===== config.mk =====
export PLATFORM = sky130hd
export DESIGN_NAME = valid_table_ctrl
export DESIGN_NICKNAME = d
export VERILOG_FILES = /design/src/rtl/valid_pkg.sv /design/src/rtl/rr_arb2.sv /design/src/rtl/valid_table_ctrl.sv
export SDC_FILE = /design/constraint.sdc
export NUM_CORES = 1
export LEC_CHECK = 0
export CAP_MARGIN = 15
export CORE_ASPECT_RATIO = 1.4
export CORE_MARGIN = 2
export CORE_UTILIZATION = 34
export DETAILED_ROUTE_END_ITERATION = 12
export PLACE_DENSITY = 0.8
export SYNTH_ARGS = -nofsm -noshare
export SYNTH_HDL_FRONTEND = slang
export SYNTH_SLANG_ARGS = --single-unit

===== constraint.sdc =====
create_clock -name clk -period 1.6 [get_ports clk]
set_clock_uncertainty 0.15 [all_clocks]
set_input_delay 0.16 -clock clk [delete_from_list [all_inputs] [get_ports clk]]
set_output_delay 0.16 -clock clk [all_outputs]
set_load 0.01 [all_outputs]

===== src/rtl/valid_pkg.sv =====
// Shared types for the valid-table controller: access sizes, FSM states, byte-mask helper.
package valid_pkg;

  typedef enum logic [1:0] {
    SZ_BYTE = 2'd0,
    SZ_HALF = 2'd1,
    SZ_WORD = 2'd2,
    SZ_ILL  = 2'd3
  } size_e;

  typedef enum logic {
    ST_IDLE  = 1'b0,
    ST_FLUSH = 1'b1
  } state_e;

  localparam int unsigned ROW_BYTES = 4;

  // Bytes covered by an access of the given size, relative to its base address.
  function automatic logic [3:0] size_mask(input logic [1:0] sz);
    logic [3:0] m;
    case (sz)
      SZ_BYTE: m = 4'b0001;
      SZ_HALF: m = 4'b0011;
      SZ_WORD: m = 4'b1111;
      default: m = 4'b0000;
    endcase
    return m;
  endfunction

endpackage


===== src/rtl/rr_arb2.sv =====
// Two-way round-robin arbiter: grants are combinational, priority flips after each grant.
module rr_arb2 (
  input  logic clk,
  input  logic rst,
  input  logic en,
  input  logic req0,
  input  logic req1,
  output logic gnt0_c,
  output logic gnt1_c
);

  logic prio0;

  // Requester 0 wins when it has priority or requester 1 is idle.
  assign gnt0_c = en & req0 & (prio0 | ~req1);
  assign gnt1_c = en & req1 & ~gnt0_c;

  // Priority goes to whoever was not granted most recently; requester 0 first after reset.
  always_ff @(posedge clk) begin
    if (rst) begin
      prio0 <= 1'b1;
    end else if (gnt0_c) begin
      prio0 <= 1'b0;
    end else if (gnt1_c) begin
      prio0 <= 1'b1;
    end
  end

endmodule


===== src/rtl/valid_table_ctrl.sv =====
// Valid-table controller: arbitrates fill/lookup commands and sweeps the table on flush.
module valid_table_ctrl
  import valid_pkg::*;
#(
  parameter int unsigned ADDR_W = 10,
  parameter int unsigned ROWS   = 256
) (
  input  logic              clk,
  input  logic              rst,
  input  logic              fill_req,
  input  logic [ADDR_W-1:0] fill_addr,
  input  logic [1:0]        fill_size,
  output logic              fill_gnt,
  input  logic              lk_req,
  input  logic [ADDR_W-1:0] lk_addr,
  input  logic [1:0]        lk_size,
  output logic              lk_gnt,
  output logic              lk_rvalid,
  output logic [3:0]        lk_vmask,
  output logic              lk_hit,
  input  logic              flush_req,
  output logic              flush_busy,
  output logic              flush_done,
  output logic              size_err,
  output logic              vt_we,
  output logic              vt_clr,
  output logic [ADDR_W-1:0] vt_addr,
  output logic [1:0]        vt_size,
  input  logic [3:0]        vt_valid
);

  localparam int unsigned CNT_W = (ROWS > 1) ? $clog2(ROWS) : 1;

  state_e           state;
  state_e           state_nxt;
  logic [CNT_W-1:0] row;
  logic [CNT_W-1:0] row_nxt;
  logic             done_nxt;
  logic             arb_en;
  logic             arb_fill;
  logic             arb_lk;
  logic [3:0]       lk_mask_q;

  rr_arb2 u_arb (
    .clk    (clk),
    .rst    (rst),
    .en     (arb_en),
    .req0   (fill_req),
    .req1   (lk_req),
    .gnt0_c (arb_fill),
    .gnt1_c (arb_lk)
  );

  // Next state and table command; grants and strobes are held low while reset is asserted.
  always_comb begin
    state_nxt = state;
    row_nxt   = row;
    done_nxt  = 1'b0;
    arb_en    = 1'b0;
    fill_gnt  = 1'b0;
    lk_gnt    = 1'b0;
    vt_we     = 1'b0;
    vt_clr    = 1'b0;
    vt_addr   = '0;
    vt_size   = '0;
    if (!rst) begin
      case (state)
        ST_IDLE: begin
          if (flush_req) begin
            state_nxt = ST_FLUSH;
            row_nxt   = '0;
          end else begin
            arb_en   = 1'b1;
            fill_gnt = arb_fill;
            lk_gnt   = arb_lk;
            if (arb_fill) begin
              vt_we   = (fill_size != SZ_ILL);
              vt_addr = fill_addr;
              vt_size = fill_size;
            end else if (arb_lk) begin
              vt_addr = lk_addr;
              vt_size = lk_size;
            end
          end
        end
        ST_FLUSH: begin
          vt_clr  = 1'b1;
          vt_addr = ADDR_W'({row, 2'b00});
          vt_size = SZ_WORD;
          if (row == CNT_W'(ROWS - 1)) begin
            state_nxt = ST_IDLE;
            row_nxt   = '0;
            done_nxt  = 1'b1;
          end else begin
            row_nxt = row + CNT_W'(1);
          end
        end
        default: begin
          state_nxt = ST_IDLE;
          row_nxt   = '0;
        end
      endcase
    end
  end

  // State, row counter and one-cycle result/status registers.
  always_ff @(posedge clk) begin
    if (rst) begin
      state      <= ST_IDLE;
      row        <= '0;
      flush_done <= 1'b0;
      size_err   <= 1'b0;
      lk_rvalid  <= 1'b0;
      lk_mask_q  <= '0;
    end else begin
      state      <= state_nxt;
      row        <= row_nxt;
      flush_done <= done_nxt;
      size_err   <= (fill_gnt && (fill_size == SZ_ILL)) || (lk_gnt && (lk_size == SZ_ILL));
      lk_rvalid  <= lk_gnt;
      lk_mask_q  <= lk_gnt ? size_mask(lk_size) : 4'b0000;
    end
  end

  // Table data arrives the cycle after the lookup command, aligned with lk_rvalid.
  assign lk_vmask   = vt_valid & lk_mask_q;
  assign lk_hit     = lk_rvalid && (lk_mask_q != 4'b0000) && ((vt_valid & lk_mask_q) == lk_mask_q);
  assign flush_busy = (state == ST_FLUSH);

endmodule

== Word level (Yosys, flattened, before mapping) ==
Cells that the tools add are included.

* Register bits after elaboration: 17
* Input bits: 33
* Output and inout port bits: 25

* $add $sub $neg: 1
* Equal/unequal tests: 8
* Multiplexer cells: 35
* Bitwise gates (word level): 10
* Reductions and logical operators: 10

{| class="wikitable"
|+ Operator list
! cell !! number
|-
| $mux W10 || 4
|-
| $mux W1 || 20
|-
| $pmux W10 S2 || 1
|-
| $mux W8 || 2
|-
| $pmux W8 S2 || 1
|-
| $pmux W4 S3 || 1
|-
| $add A8 B1 Y8 const B || 1
|-
| $eq A8 B8 Y1 const B || 1
|-
| $mux W2 || 4
|-
| $eq A2 B2 Y1 const B || 3
|-
| $and A1 B1 Y1 || 4
|-
| $and A4 B4 Y4 || 1
|-
| $eq A4 B4 Y1 || 1
|-
| $logic_and A1 B1 Y1 || 4
|-
| $ne A2 B2 Y1 const B || 2
|-
| $not A1 Y1 || 4
|-
| $pmux W2 S2 || 1
|-
| $reduce_bool A4 Y1 || 1
|-
| $reduce_or A2 Y1 || 2
|-
| $eq A2 B1 Y1 const B || 1
|-
| $logic_not A2 Y1 || 1
|-
| $pmux W1 S2 || 1
|-
| $reduce_bool A2 Y1 || 1
|-
| $logic_or A1 B1 Y1 || 1
|-
| $or A1 B1 Y1 || 1
|}

== Longest topological paths before layout ==
* Depth after elaboration: 12
* Gate-level depth with buffers: 5
* Mapped depth without buffers: 4

== Hierarchy ==
From an unflattened synthesis, not the netlist that was laid out.

* Cell total of the unflattened synthesis: 121
* Area total of the unflattened synthesis: 996.0 um^2

{| class="wikitable"
|+ By module, submodules not included
! module !! times used !! cells each !! area an instance (um^2) !! sequential area each (um^2)
|-
| valid_table_ctrl || 1 || 113 || 937.1 || 300.3
|-
| rr_arb2 || 1 || 8 || 58.8 || 20.0
|}

== Worst setup path before layout ==
Ideal clock, no wire load.

* Path kind: flip-flop to output port
* Start point: register state, in the netlist flush_busy
* End point: output port vt_we
* Arrival time: 1.414 ns
* Path slack: -0.124 ns
* Stages on the path, launching flop included: 6
* Buffers on the path: 2
* Path through: dfxtp_1 -> nor3_2 -> and3_1 -> buf_6 -> buf_8 -> a21boi_1

* Word-level cells in the longest chain between the ends: 8

{| class="wikitable"
|+ RTL lines
! item !! RTL line !! source
|-
| start: declaration || valid_table_ctrl.sv:34 || <nowiki>state_e state;</nowiki>
|-
| start signal: assignment || valid_table_ctrl.sv:116 || <nowiki>state <= state_nxt;</nowiki>
|-
| $mux W1 || valid_table_ctrl.sv:67 || <nowiki>case (state)</nowiki>
|-
| $mux W1 || valid_table_ctrl.sv:66 || <nowiki>if (!rst) begin</nowiki>
|-
| $and A1 B1 Y1 (2 in series) || rr_arb2.sv:15 || <nowiki>assign gnt0_c = en & req0 & (prio0 | ~req1);</nowiki>
|-
| $mux W1 || valid_table_ctrl.sv:76 || <nowiki>if (arb_fill) begin</nowiki>
|-
| $mux W1 || valid_table_ctrl.sv:69 || <nowiki>if (flush_req) begin</nowiki>
|-
| $mux W1 (*) || valid_table_ctrl.sv:67 ||
|-
| $mux W1 (*) || valid_table_ctrl.sv:66 ||
|-
| end: declaration || valid_table_ctrl.sv:25 || <nowiki>output logic vt_we,</nowiki>
|}

Every way passes the cells marked *; elsewhere a longest branch is shown, timed or not.

== Final worst setup path ==
* Start point: register state, in the netlist flush_busy
* End point: output port vt_addr[4]

* Word-level cells in the longest chain between the ends: 11

{| class="wikitable"
|+ RTL lines
! item !! RTL line !! source
|-
| $mux W1 || valid_table_ctrl.sv:67 ||
|-
| $mux W1 || valid_table_ctrl.sv:66 ||
|-
| $and A1 B1 Y1 (2 in series) || rr_arb2.sv:15 ||
|-
| $not A1 Y1 || rr_arb2.sv:16 || <nowiki>assign gnt1_c = en & req1 & ~gnt0_c;</nowiki>
|-
| $and A1 B1 Y1 || rr_arb2.sv:16 ||
|-
| $mux W10 || valid_table_ctrl.sv:80 || <nowiki>end else if (arb_lk) begin</nowiki>
|-
| $mux W10 || valid_table_ctrl.sv:76 ||
|-
| $mux W10 || valid_table_ctrl.sv:69 ||
|-
| $pmux W10 S2 (*) || valid_table_ctrl.sv:67 ||
|-
| $mux W10 (*) || valid_table_ctrl.sv:66 ||
|-
| end: declaration || valid_table_ctrl.sv:27 || <nowiki>output logic [ADDR_W-1:0] vt_addr,</nowiki>
|}

Marked as above.

==> flow_summary_export.csv <==
group,metric,value,unit
sta,period_needed,2.02,ns
routing,post-route-drc-count,0,
routing,vias,1364,
final_layout,antennaDiodeCount,0,
grt,overflow,0,
floorplan,die-area,3450,sq um
placed_design,io_buffers,57,
final_layout,design_area,2070,sq um
power,seq_power_share,0.375,
setup_path,worstPathArrival,1.71,ns
synth,synthSimpleGateAreaFrac,0.299,
setup_path,critPathCaptureType,"primary output",
power,p_leak,0.00103,uW
power,power_density,535,nW/um^2
cts,clock_path_buffers,2,
sta,slew_violations,0,
final_layout,area_growth,104,%
setup_path,startpoint_type,"register",
status,status,"complete, but fails checks",
power,vdd.ir_drop.worst,0.572,mV
floorplan,die_y,68.7,um
sta,relSlewSlack,0.760,
synth,yosysWarnings,0,
min_path,hold_path_class,"reg -> reg",
setup_path,crit_top_cell,"buf_6",
setup_path,slowest_stage,"dfxtp_4",
routing,drtPass1Iterations,4,
sta,tightest_slew,0.359,ns
placed_design,placed_area,1790,sq um
sta,final.period_utilization,1.26,
cts,root_buffer,"clkbuf_8",
floorplan,num_io_pins,58,
setup_path,path_buf_inv,3,
grt,antenna_found_initial,0,
synth,syn-num-nets,150,
final_layout,seq_area,327,sq um
setup_path,critPathKind,"reg -> out",
routing,wirelength,4570,um
sta,hold_viol_final,0,
synth,synth-xor-area-share,0.00862,
setup_path,path_max_fanout,4,
final_layout,drive_gt1_frac,0.423,
floorplan,num_rows,23,
final_layout,fin_util,0.727,
power,switching_share,0.266,
synth,yosysUniqueCellTypes,46,
power,combPwrFrac,0.283,
sta,rsz0062_at_grt,"true",
synth,synth_compound_area_frac,0.270,
final_layout,multi_input_area,723,sq um
power,p_clk_frac,0.342,
cts,clock_sinks,16,
status,violations,"negative setup slack",
synth,synthesis.area,1020,sq um
power,switching_power,295,uW
placed_design,dp_hpwl,2860,um
cts,clock_latency,0.27,ns
placed_design,place.gp.congestion,0.889,
grt,grt_pass1_wl,7090,um
flow_run,maxCapViolCount,0,
cts,cts_buffers,3,
grt,grt_usage,0.276,
synth,synthAdderAreaFrac,0.0369,
grt,grt_max_degree,10,
synth,synth_top_family_by_area,"simple AND/OR/NAND/NOR gates",
floorplan,die_w,50.2,um
power,intPower,814,uW
routing,drt-initial-drc-count,39,
floorplan,start_util,0.357,
final_layout,fillers,196,
setup_path,slowest_delay,0.37,ns
setup_path,crit_chain,"nor4b_4 > buf_4 > buf_6 > and3_4 > a221o_1 > buf_6",
cts,cts_tree,"built",
sta,fin_ws,-0.423,ns
floorplan,core,2850,sq um
routing,viasPerCell,5.41,
synth,ys_ff_latch,16,
setup_path,crit_family,"simple AND/OR/NAND/NOR gates",
synth,synth_area_per_cell,8.91,sq um
routing,wire_per_inst,18.2,um
synth,yosysSeqAreaShare,0.315,
final_layout,num-nets-final,252,
grt,grt_pass1_vias,1419,
synth,synthMuxAreaShare,0,
synth,syn_inst,114,
setup_path,critical_path_required,1.29,ns
sta,fmax,494,MHz
cts,cts.htree.levels,1,
sta,setup_viol,16,
routing,ant_nets,0,
cts,clk_pin_slew,0.07,ns
==> power by group through the flow <==
stage / Clock [uW] / Sequential, uW / Combinational (uW)
2_1_floorplan: 0 / 426 / 80.7
3_3_place_gp: 0 / 425 / 253
3_5_place_dp: 0 / 425 / 260
4_1_cts: 386 / 416 / 286
5_1_grt: 399 / 417 / 331
6_report: 379 / 416 / 313
==> synthesized netlist by cell type, drive strengths merged <==
cell type / count / area share
dfxtp: 16 / 0.32
and3: 9 / 0.055
and2: 8 / 0.049
inv: 8 / 0.030
nand2: 8 / 0.030
a221o: 7 / 0.069
buf: 5 / 0.041
nand3: 5 / 0.025
a22o: 4 / 0.034
nor2: 4 / 0.015
ha: 3 / 0.037
nor3b: 3 / 0.022
o21ai: 3 / 0.015
a21boi: 2 / 0.015
a21oi: 2 / 0.0099
a32o: 2 / 0.020
and4: 2 / 0.017
nor3: 2 / 0.015
nor4b: 2 / 0.032
a211o: 1 / 0.0086
a211oi: 1 / 0.0074
a21o: 1 / 0.0074
a221oi: 1 / 0.0086
a311o: 1 / 0.0099
a32oi: 1 / 0.0086
a41o: 1 / 0.0099
a41oi: 1 / 0.0086
and3b: 1 / 0.0086
and4b: 1 / 0.0099
nand2b: 1 / 0.0062
nand4: 1 / 0.0062
nor2b: 1 / 0.0086
o2111ai: 1 / 0.0086
o21bai: 1 / 0.0074
o22ai: 1 / 0.0062
o2bb2ai: 1 / 0.0086
o31ai: 1 / 0.0074
xnor2: 1 / 0.0086
==> area by class of cell <==
class                           count  share of cell area
Clock buffer                        4              0.0266
Inverter                            8              0.0157
Multi-Input combinational cell     85               0.349
Sequential cell                    16               0.158
Tap cell                           37              0.0223
Timing Repair Buffer              102               0.429
==> layout by cell type (no fill, tap or decap), types with 2 or more instances in the layout <==
cell and n:
a32o_1 2, nand3_2 2, buf_6 16, o21ai_0 2, a221o_1 7, buf_2 11
nand2_1 5, nand2_4 2, and3_4 3, inv_1 7, nor2_1 4, a22o_1 4
dlygate4sd2_1 8, dfxtp_2 2, clkdlybuf4s50_1 31, dfxtp_1 13, and2_1 6, a21oi_2 2
nor3b_1 3, nand3_1 3, clkbuf_8 4, ha_1 3, and3_1 6, buf_4 34
==> kinds of logic after synthesis <==
| logic type | count (synthesis) |
|---|---|
| adder cells (fa/ha/maj) | 3 |
| AO/OA/AOI/OAI | 33 |
| flip-flops | 16 |
| buffers and inverters | 13 |
| XOR/XNOR | 1 |
| AND/OR/NAND/NOR | 48 |
==> flip-flops by register name (all words and copies together), names as in the netlist <==
register / cells
flush_done: 1
flush_busy: 1
lk_mask_q: 3
u_arb.prio0: 1
lk_rvalid: 1
row: 8
size_err: 1
==> worst reg2reg max path, stage by stage (launching register included) <==
cell and delay, ns:
dfxtp_4 0.37, buf_4 0.13, buf_4 0.13, nor2b_4 0.13
buf_6 0.11, buf_6 0.12, and4b_1 0.17, a211o_1 0.21
==> per-layer routing <==
layer,vias up,track usage,routed length (um)
li1,642,-,-
met1,657,0.289,1650
met2,52,0.523,2570
met3,13,0.0431,204
met4,0,0.153,153
met5,-,0,0
==> per-stage QoR <==
stage / setup TNS (ns) / setup WS [ns] / hold slack, ns / power [uW] / cells
after floorplan: -0.0121 / -0.0121 / 0.164 / 507 / 114
after global placement: -11.98 / -0.696 / 0.334 / 677 / 229
after detailed placement: -13.03 / -0.786 / 0.342 / 686 / 229
after CTS: -3.58 / -0.374 / 0.358 / 1090 / 249
after global routing: -4.66 / -0.431 / 0.390 / 1150 / 252
final: -4.38 / -0.423 / 0.363 / 1110 / 252
==> worst paths after layout <==
| path | slack [ns] | end | cells past startpoint | startpoint |
|---|---|---|---|---|
| min reg2reg | 0.36 | row[6]$_SDFFE_PP0P_ | 1 | row[6]$_SDFFE_PP0P_ |
| min | 0.36 | row[6]$_SDFFE_PP0P_ | 1 | row[6]$_SDFFE_PP0P_ |
| max reg2reg | -0.03 | row[6]$_SDFFE_PP0P_ | 7 | flush_busy$_SDFF_PP0_ |
| max | -0.42 | vt_addr[4] | 6 | flush_busy$_SDFF_PP0_ |
==> repair_timing <==
| item | in CTS | in global routing |
|---|---|---|
| gates resized for setup | 98 | 21 |
| hold buffers | 0 | 0 |
| pin swaps | 10 | 8 |
| setup buffers | 17 | 4 |
| endpoints found under the setup margin | 22 | 23 |
No activity file was read; power rests on OpenSTA's default activity.
